## src/rtl/cpu_sequencer_pkg.sv

```systemverilog
`default_nettype none
// ============================================================================
//  Module      : cpu_sequencer_pkg
//  Description : Shared machine-state encoding and sizing constants for the
//                CPU phase sequencer and its bus-wait watchdog.
//  Revision    : 1.0  initial release
// ============================================================================
package cpu_sequencer_pkg;

  // Machine-state codes. Code 7 is deliberately unused; the sequencer
  // recovers from it to IDLE.
  typedef enum logic [2:0] {
    ST_IDLE = 3'd0,
    ST_IF1  = 3'd1,
    ST_IF2  = 3'd2,
    ST_EX1  = 3'd3,
    ST_EX2  = 3'd4,
    ST_EX3  = 3'd5,
    ST_EX4  = 3'd6
  } state_e;

  // Wait counter width: large enough for the full 1..65535 timeout range.
  localparam int unsigned WAIT_W = 16;

  // States in which the bus may stall and the watchdog is armed.
  function automatic logic is_wait_state(input state_e s);
    return (s == ST_IF2) || (s == ST_EX2);
  endfunction

endpackage
`default_nettype wire

```

## src/rtl/cpu_sequencer_wait_watchdog.sv

```systemverilog
`default_nettype none
// ============================================================================
//  Module      : wait_watchdog
//  Description : Counts cycles spent waiting on the bus and raises a
//                combinational expire strobe on the cycle the count would
//                reach TIMEOUT_CYCLES without a done.
//  Ports       : clk, rst      clock / synchronous active-high reset
//                clear         restart the count (state change)
//                waiting       current state is a watched wait state
//                done          phase complete this cycle (beats expire)
//                expire        abort request, one cycle
//  Revision    : 1.0  initial release
// ============================================================================
module wait_watchdog
  import cpu_sequencer_pkg::*;
#(
  parameter int unsigned TIMEOUT_CYCLES = 255
) (
  input  logic clk,
  input  logic rst,
  input  logic clear,
  input  logic waiting,
  input  logic done,
  output logic expire
);

  localparam logic [WAIT_W-1:0] LIMIT = WAIT_W'(TIMEOUT_CYCLES - 1);

  logic [WAIT_W-1:0] cnt_q;
  logic [WAIT_W-1:0] cnt_d;

  // cnt_q holds the stalled cycles already completed; this cycle is the
  // TIMEOUT_CYCLES-th one when cnt_q == LIMIT. A done in that cycle wins.
  assign expire = waiting && !done && (cnt_q == LIMIT);

  always_comb begin
    cnt_d = cnt_q;
    if (clear) begin
      cnt_d = '0;
    end else if (waiting && !done) begin
      cnt_d = cnt_q + WAIT_W'(1);
    end
  end

  always_ff @(posedge clk) begin
    if (rst) begin
      cnt_q <= '0;
    end else begin
      cnt_q <= cnt_d;
    end
  end

endmodule
`default_nettype wire

```

## src/rtl/cpu_sequencer.sv

```systemverilog
`default_nettype none
// ============================================================================
//  Module      : cpu_sequencer
//  Description : Multi-cycle phase generator. Owns the machine-state register
//                (IDLE, IF1, IF2, EX1..EX4), emits fetch/execute strobes and
//                entry pulses for the control decoder, advances on
//                output_done, aborts stalled bus phases and counts retired
//                instructions.
//  Ports       : clk, rst             clock / synchronous active-high reset
//                run                  allow fetching (sampled at boundaries)
//                output_done          phase complete from control decoder
//                ins_*                one-hot decode flags
//                Mif, Mex             fetch / execute cycle
//                T1_Mif, T2_Mif       entry pulses for IF1 / IF2
//                T1..T4               entry pulses for EX1..EX4
//                cur_state            state code
//                busy                 not IDLE
//                retire               instruction completed (registered)
//                instr_count          retired instruction count (wraps)
//                bus_timeout          watchdog abort pulse (registered)
//  Revision    : 1.0  initial release
// ============================================================================
module cpu_sequencer
  import cpu_sequencer_pkg::*;
#(
  parameter int unsigned TIMEOUT_CYCLES = 255,
  parameter int unsigned CNT_W          = 32
) (
  input  logic             clk,
  input  logic             rst,
  input  logic             run,
  input  logic             output_done,
  input  logic             ins_ADD,
  input  logic             ins_SUB,
  input  logic             ins_SW,
  input  logic             ins_LW,
  input  logic             ins_ADDI,
  input  logic             ins_LUI,
  input  logic             ins_JAL,
  output logic             Mif,
  output logic             Mex,
  output logic             T1_Mif,
  output logic             T2_Mif,
  output logic             T1,
  output logic             T2,
  output logic             T3,
  output logic             T4,
  output logic [2:0]       cur_state,
  output logic             busy,
  output logic             retire,
  output logic [CNT_W-1:0] instr_count,
  output logic             bus_timeout
);

  // Number of execute phases for the decoded instruction. Anything not
  // multi-phase (ALU ops, JAL, LUI, no flag, or an illegal multi-hot
  // pattern) takes a single phase.
  function automatic logic [2:0] phase_count(input logic [6:0] flags);
    case (flags)
      7'b000_1000: phase_count = 3'd3;  // LW
      7'b000_0100: phase_count = 3'd2;  // SW
      default:     phase_count = 3'd1;
    endcase
  endfunction

  state_e           state_q, state_d;
  logic             entry_q, entry_d;
  logic             retire_q, retire_d;
  logic             timeout_q, timeout_d;
  logic [CNT_W-1:0] count_q, count_d;

  logic       w_expire;
  logic       w_final;
  logic       w_clear;
  logic [2:0] w_phase_n;
  logic [2:0] w_ex_idx;

  assign w_phase_n = phase_count({ins_JAL, ins_LUI, ins_ADDI, ins_LW,
                                  ins_SW, ins_SUB, ins_ADD});
  // Execute phase index: EX1 -> 1 ... EX4 -> 4.
  assign w_ex_idx  = 3'(state_q) - 3'd2;
  assign w_clear   = (state_d != state_q);

  wait_watchdog #(
    .TIMEOUT_CYCLES(TIMEOUT_CYCLES)
  ) u_wait_watchdog (
    .clk    (clk),
    .rst    (rst),
    .clear  (w_clear),
    .waiting(is_wait_state(state_q)),
    .done   (output_done),
    .expire (w_expire)
  );

  // Next-state logic. output_done is checked before the watchdog so a done
  // arriving on the timeout cycle still advances.
  always_comb begin
    state_d = state_q;
    w_final = 1'b0;
    case (state_q)
      ST_IDLE: begin
        if (run) state_d = ST_IF1;
      end
      ST_IF1: begin
        state_d = ST_IF2;
      end
      ST_IF2: begin
        if (output_done)   state_d = ST_EX1;
        else if (w_expire) state_d = ST_IDLE;
      end
      ST_EX1, ST_EX2, ST_EX3, ST_EX4: begin
        if (output_done) begin
          if (w_ex_idx < w_phase_n) begin
            state_d = state_e'(3'(state_q) + 3'd1);
          end else begin
            // Instruction boundary: the only place run is honoured
            // outside IDLE.
            w_final = 1'b1;
            state_d = run ? ST_IF1 : ST_IDLE;
          end
        end else if (w_expire) begin
          state_d = ST_IDLE;
        end
      end
      default: begin
        state_d = ST_IDLE;
      end
    endcase
  end

  always_comb begin
    entry_d   = (state_d != state_q);
    retire_d  = w_final;
    timeout_d = w_expire;
    count_d   = count_q + (w_final ? CNT_W'(1) : CNT_W'(0));
  end

  always_ff @(posedge clk) begin
    if (rst) begin
      state_q   <= ST_IDLE;
      entry_q   <= 1'b0;
      retire_q  <= 1'b0;
      timeout_q <= 1'b0;
      count_q   <= '0;
    end else begin
      state_q   <= state_d;
      entry_q   <= entry_d;
      retire_q  <= retire_d;
      timeout_q <= timeout_d;
      count_q   <= count_d;
    end
  end

  // Moore decode: registered state plus the registered entry flag, so each
  // T pulse lasts exactly the first cycle of its state.
  assign cur_state   = 3'(state_q);
  assign busy        = (state_q != ST_IDLE);
  assign Mif         = (state_q == ST_IF1) || (state_q == ST_IF2);
  assign Mex         = (state_q == ST_EX1) || (state_q == ST_EX2) ||
                       (state_q == ST_EX3) || (state_q == ST_EX4);
  assign T1_Mif      = entry_q && (state_q == ST_IF1);
  assign T2_Mif      = entry_q && (state_q == ST_IF2);
  assign T1          = entry_q && (state_q == ST_EX1);
  assign T2          = entry_q && (state_q == ST_EX2);
  assign T3          = entry_q && (state_q == ST_EX3);
  assign T4          = entry_q && (state_q == ST_EX4);
  assign retire      = retire_q;
  assign bus_timeout = timeout_q;
  assign instr_count = count_q;

endmodule
`default_nettype wire
```

## config.mk

```make
export PLATFORM = sky130hd
export DESIGN_NAME = cpu_sequencer
export DESIGN_NICKNAME = d
export VERILOG_FILES = /design/src/rtl/cpu_sequencer_pkg.sv /design/src/rtl/cpu_sequencer_wait_watchdog.sv /design/src/rtl/cpu_sequencer.sv
export SDC_FILE = /design/constraint.sdc
export NUM_CORES = 1
export LEC_CHECK = 0
export CORE_MARGIN = 1.5
export CORE_UTILIZATION = 25
export CTS_CLUSTER_DIAMETER = 40
export DETAILED_ROUTE_END_ITERATION = 16
export SLEW_MARGIN = 20
export SYNTH_ARGS = -nofsm -noshare
export SYNTH_HDL_FRONTEND = slang
export SYNTH_SLANG_ARGS = --single-unit
```

## constraint.sdc

```tcl
create_clock -name clk -period 9.31 [get_ports clk]
set_clock_uncertainty 0.2 [all_clocks]
set_input_delay 1.862 -clock clk [delete_from_list [all_inputs] [get_ports clk]]
set_output_delay 1.862 -clock clk [all_outputs]
set_load 0.1 [all_outputs]
```

### Word level (Yosys, flattened, before mapping)

Cells that the tools add are included.

| word-level totals | value |
|---|---|
| register bits | 54 |
| bits of input ports | 11 |
| output and inout port bits | 46 |
| logic and storage cells | 51 |

| operators by class | value |
|---|---|
| add/subtract/negate cells | 4 |
| $lt $le $gt $ge | 1 |
| equality and inequality tests | 10 |
| muxes and demuxes | 12 |
| reductions and logical operators | 18 |

Operators by type and width:

| kind | number |
|---|---|
| $add A32 B1 Y32 | 1 |
| $add A16 B1 Y16 const B | 1 |
| $eq A16 B8 Y1 const B | 1 |
| $mux W3 | 5 |
| $pmux W3 S4 | 1 |
| $eq A3 B3 Y1 const B | 3 |
| $logic_and A1 B1 Y1 | 8 |
| $eq A7 B3 Y1 const B | 1 |
| $eq A7 B4 Y1 const B | 1 |
| $eq A3 B2 Y1 const B | 2 |
| $logic_or A1 B1 Y1 | 5 |
| $mux W1 | 5 |
| $pmux W2 S2 | 1 |
| $reduce_or A4 Y1 | 1 |
| $add A3 B1 Y3 const B | 1 |
| $eq A3 B1 Y1 const B | 1 |
| $logic_not A3 Y1 | 1 |
| $lt A3 B3 Y1 | 1 |
| $ne A3 B3 Y1 | 1 |
| $reduce_bool A3 Y1 | 1 |
| $sub A3 B2 Y3 const B | 1 |
| $reduce_or A2 Y1 | 1 |
| $logic_not A1 Y1 | 1 |

### Depth between registers and ports, before layout

| logic depth | value |
|---|---|
| depth after elaboration | 9 |
| gate-level depth with buffers | 16 |
| gate-level depth less buffers | 15 |

### Modules after synthesis

Synthesis repeated with hierarchy kept, for this count alone.

| unflattened totals | value |
|---|---|
| cells, all modules | 329 |
| area, all modules | 2817.7 um2 |

Modules (own cells, without submodules):

| module | instances | cells each | area each (um2) | sequential area each (um2) |
|---|---|---|---|---|
| cpu_sequencer | 1 | 240 | 2030.7 | 760.7 |
| wait_watchdog | 1 | 89 | 787.0 | 320.3 |

### Least setup slack after synthesis

Ideal clock, no wire load.

| timing | value |
|---|---|
| path type | input port to flip-flop |
| from | input port ins_SUB |
| to | register count_q[26], in the netlist instr_count[26] |
| library setup time | 0.128 ns |
| arrival time | 4.900 ns |
| data required time | 8.982 ns |
| slack | 4.083 ns |
| stages on the path | 15 |
| buffers on the path | 0 |
| cells stage by stage | nor3_1 > nand3_1 > ha_1 > nand2_1 > nor4bb_1 > nor2_1 > a21oi_1 > ha_1 > ha_1 > nand2_1 > nor3_1 > and3_1 > and3_1 > xnor2_1 > nor2_1 |

| between the ends | value |
|---|---|
| longest elaborated chain between the ends | 8 |
| elaborated cells between the ends (all ways) | 9 |
| those cells by class | add/sub: 1; order compare: 1; eq/ne: 2; mux: 5 |

Ends and longest elaborated chain:

| element | RTL line | text |
|---|---|---|
| start: declaration | cpu_sequencer.sv:34 | `input logic ins_SUB,` |
| $eq A7 B3 Y1 or $eq A7 B4 Y1 (tied branches) | cpu_sequencer.sv:59 | `case (flags)` |
| $pmux W2 S2 * | cpu_sequencer.sv:59 |  |
| $lt A3 B3 Y1 * | cpu_sequencer.sv:113 | `if (w_ex_idx < w_phase_n) begin` |
| $mux W1 * | cpu_sequencer.sv:113 |  |
| $mux W1 * | cpu_sequencer.sv:112 | `if (output_done) begin` |
| $mux W1 * | cpu_sequencer.sv:100 | `case (state_q)` |
| net retire_d | cpu_sequencer.sv:68 | `logic retire_q, retire_d;` |
| $mux W1 * | cpu_sequencer.sv:135 | `count_d = count_q + (w_final ? CNT_W'(1) : CNT_W'(0));` |
| $add A32 B1 Y32 * | cpu_sequencer.sv:135 |  |
| end signal: assignment | cpu_sequencer.sv:150 | `count_q <= count_d;` |
| end: declaration | cpu_sequencer.sv:70 | `logic [CNT_W-1:0] count_q, count_d;` |

The timed path passes the listed nets; every way through them passes the cells marked *.
A chain may end at the register's enable or synchronous reset.

### Final worst setup path

| timing | value |
|---|---|
| from | input port ins_SUB |
| to | register count_q[31], in the netlist instr_count[31] |

Same word-level chain as after synthesis.

==> results by group <==
Setup path
  • R2r setup slk: 5.07 ns
  • Slowest stage cell, crit path: nor3_1
  • Critical path class: primary input to flip-flop
  • Crit path largest cell delay: 0.59 ns
  • Critical path arrival: 5.66 ns
  • Worst path cell trace: clkdlybuf4s50_1 > nor3_1 > nand3_1 > ha_1 > nand2_1 > nor4bb_1 > nor2_1 > a21oi_1 > ha_1 > nand3_1 > nor3_1 > nand2_1 > nor3_1 > xnor2_1 > nor2_1
  • Worst Setup End Kind: flip-flop
  • Critical path fanouts, max: 6
  • CP required: 9.27 ns
  • CP dominant cell by count: nor3_1
  • R2r worst-path depth: 13
  • Startpoint types: primary input

STA
  • RSZ-0062 raised after global routing: false
  • # setup viols final: 0
  • Final Hold Violating Endpoints: 0
  • Max Slew Vio Count: 0
  • Setup TNS: 0 ns
  • Setup ws final: 3.613 ns
  • Worst-Margin Slew: 1.018 ns
  • Slew margin rel.: 31.91%
  • Fin crit period: 5.697 ns
  • Post-route clock period utilization: 61.20%
  • Fmax: 0.1755 GHz

CTS
  • Sink Count: 54
  • Worst skew pair latency: 0.29 ns
  • CTS tree: built
  • H-tree depth: 2
  • Clock Path Buffers: 2
  • Post-CTS setup buffers: 0
  • Clock root cell: clkbuf_16
  • Hold_buf cts: 0
  • Clk slew on worst S/H paths: 0.07 ns
  • CTS Buf Count: 5
  • Post-CTS sizing: 0

Pwr
  • Peak VDD IR: 0.1013 mV
  • Leak: 1.272 nW
  • Power Density: 154.2 mW/mm²

Placement
  • Placement Setup Slack: 3.270 ns
  • Port bufs: 56
  • Final Wtd Congestion: 0.8521
  • Placed wire-length estimate: 4908 µm

Finish
  • Multi-input logic area: 0.001723 mm²
  • Final nets: 411
  • Fraction of layout cells with a size suffix above 1: 6.138%
  • FF/Latch Area: 0.001081 mm²
  • Most frequent cells in the layout: 55 x clkdlybuf4s50_1, 54 x dfxtp_1, 45 x nor2_1
  • Area growth, synth to finish: 28.55%
  • # fillers: 1197
  • Ant diodes: 0
  • Commonest non-fill, non-tap cell in the layout: clkdlybuf4s50_1

Detailed routing
  • Average wire per standard cell: 12.96 µm
  • DRT iter0 DRCs: 197
  • Vias per cell: 4.865
  • Pre-antenna DRT Iters: 4
  • DR vias: 2598
  • Antenna viol nets, final: 0
  • Remaining routing DRC violations: 0
  • DRT Wirelength: 6921 µm

Yosys
  • Synthesized cell area: 0.002919 mm²
  • Synthesized netlist cell count: 343
  • Ys async rst share: 0%
  • Syn Nets: 364
  • EDFF count, synth: 0
  • Average cell area after synthesis: 8.510 µm²
  • Yosys warns: 0
  • Post-synth cell types: 46
  • Top FF cell, synth: dfxtp_1
  • Register area share after synthesis: 37.03%
  • FF+latch count, synth: 54

Global route
  • Initial antenna violation count: 0
  • First-pass GRT wire length: 11990 µm
  • GR Overflow Total: 0
  • Largest net degree at the start of global routing: 55
  • Vias in the first global route: 2533
  • All-Layer GR Usage: 11.57%

Die
  • Ports: 57
  • Initial Util: 25.56%
  • Die area: 0.01233 mm²
  • Core Box Area: 0.01142 mm²
  • Row count: 39
  • Die height: 111.1 µm
  • Die X: 111.1 µm

Worst hold path
  • Hold Path Class: flip-flop to flip-flop
  • WHS Path Cells: 2

Job
  • Max-cap violations: 0

Outcome
  • Status: completed
[cells in the mapped netlist (all sizes together), types with 2 or more instances]
cell type	n	area share [%]
nor2	45	5.8
o21ai	8	1.4
dfxtp	54	37
nor3	28	6.5
nor2b	5	1.1
or4	2	0.51
nor4	3	0.64
a21oi	12	2.1
o31ai	2	0.51
and2	4	0.86
inv	10	1.3
and4	4	1.2
xnor2	15	4.5
ha	10	4.3
nand2	24	3.1
mux2i	2	0.69
nand3	19	3.3
or3	4	0.86
a31oi	3	0.64
clkbuf	12	1.6
nand4	10	2.1
o221ai	2	0.60
xor2	28	8.4
buf	5	1.1
and3	14	3.0
[path summary, 6_finish.rpt]
kind / start / end
setup reg to reg: cur_state[1]$_SDFF_PP0_ / instr_count[31]$_SDFF_PP0_
hold / removal: instr_count[8]$_SDFF_PP0_ / instr_count[8]$_SDFF_PP0_
hold reg to reg: instr_count[8]$_SDFF_PP0_ / instr_count[8]$_SDFF_PP0_
setup / recovery: ins_SUB / instr_count[31]$_SDFF_PP0_
[through the flow]
stage	hold slack (ns)	total power, mW	util, %	cells	cell area, µm²
floorplan	0.3267	0.3477	-	343	2919
global placement	0.3030	0.3714	31.38	526	3583
detailed placement	0.3009	0.3729	31.38	526	3583
CTS	0.3154	0.5837	32.84	534	3750
global route	0.3616	0.6044	32.86	534	3752
finish	0.3103	0.5787	32.86	534	3752
[final cells by class]
| cell class | count | area share, % |
|---|---|---|
| Tap cell | 143 | 4.768 |
| Inverter | 10 | 1.000 |
| Timing Repair Buffer | 57 | 15.07 |
| Clock buffer | 6 | 3.434 |
| Multi-Input combinational cell | 262 | 45.92 |
| Clock inverter | 2 | 1.000 |
| Sequential cell | 54 | 28.81 |
[sequential cells by signal, summed over array words and instances, names as in the netlist]
register,cells
bus_timeout,1
cur_state,3
entry_q,1
instr_count,32
retire,1
u_wait_watchdog.cnt_q,16
[worst max-delay path: cells and delay by family]
family	cells	cell delay [ns]
AND/OR/NAND/NOR	10	2.42
buffers and inverters	1	0.40
AO/OA/AOI/OAI	1	0.23
XOR/XNOR	1	0.15
adder cells (fa/ha/maj)	2	0.59
[power breakdown]
part | total (mW) | internal [mW] | switching (mW)
Combinational | 0.127 | 0.0355 | 0.0917
Sequential | 0.240 | 0.234 | 0.00654
Clock | 0.211 | 0.127 | 0.0839
[cell families after synthesis]
kind of cell	count (synthesis)	synth area share, %
compound gates	36	9.045
xor+xnor	43	12.90
fa+ha+maj	10	4.286
buf+inv	27	3.943
flops	54	37.03
mux	2	0.6858
simple gates	171	32.10
[routing by layer]
layer | track usage, % | wire, µm | vias up
met3 | 2.406 | 310 | 11
met2 | 18.77 | 3269 | 51
met5 | 0 | 0 | -
met1 | 15.34 | 3245 | 1245
met4 | 3.882 | 95 | 0
li1 | - | - | 1291
Note: power is estimated with default switching activity, not from simulation.
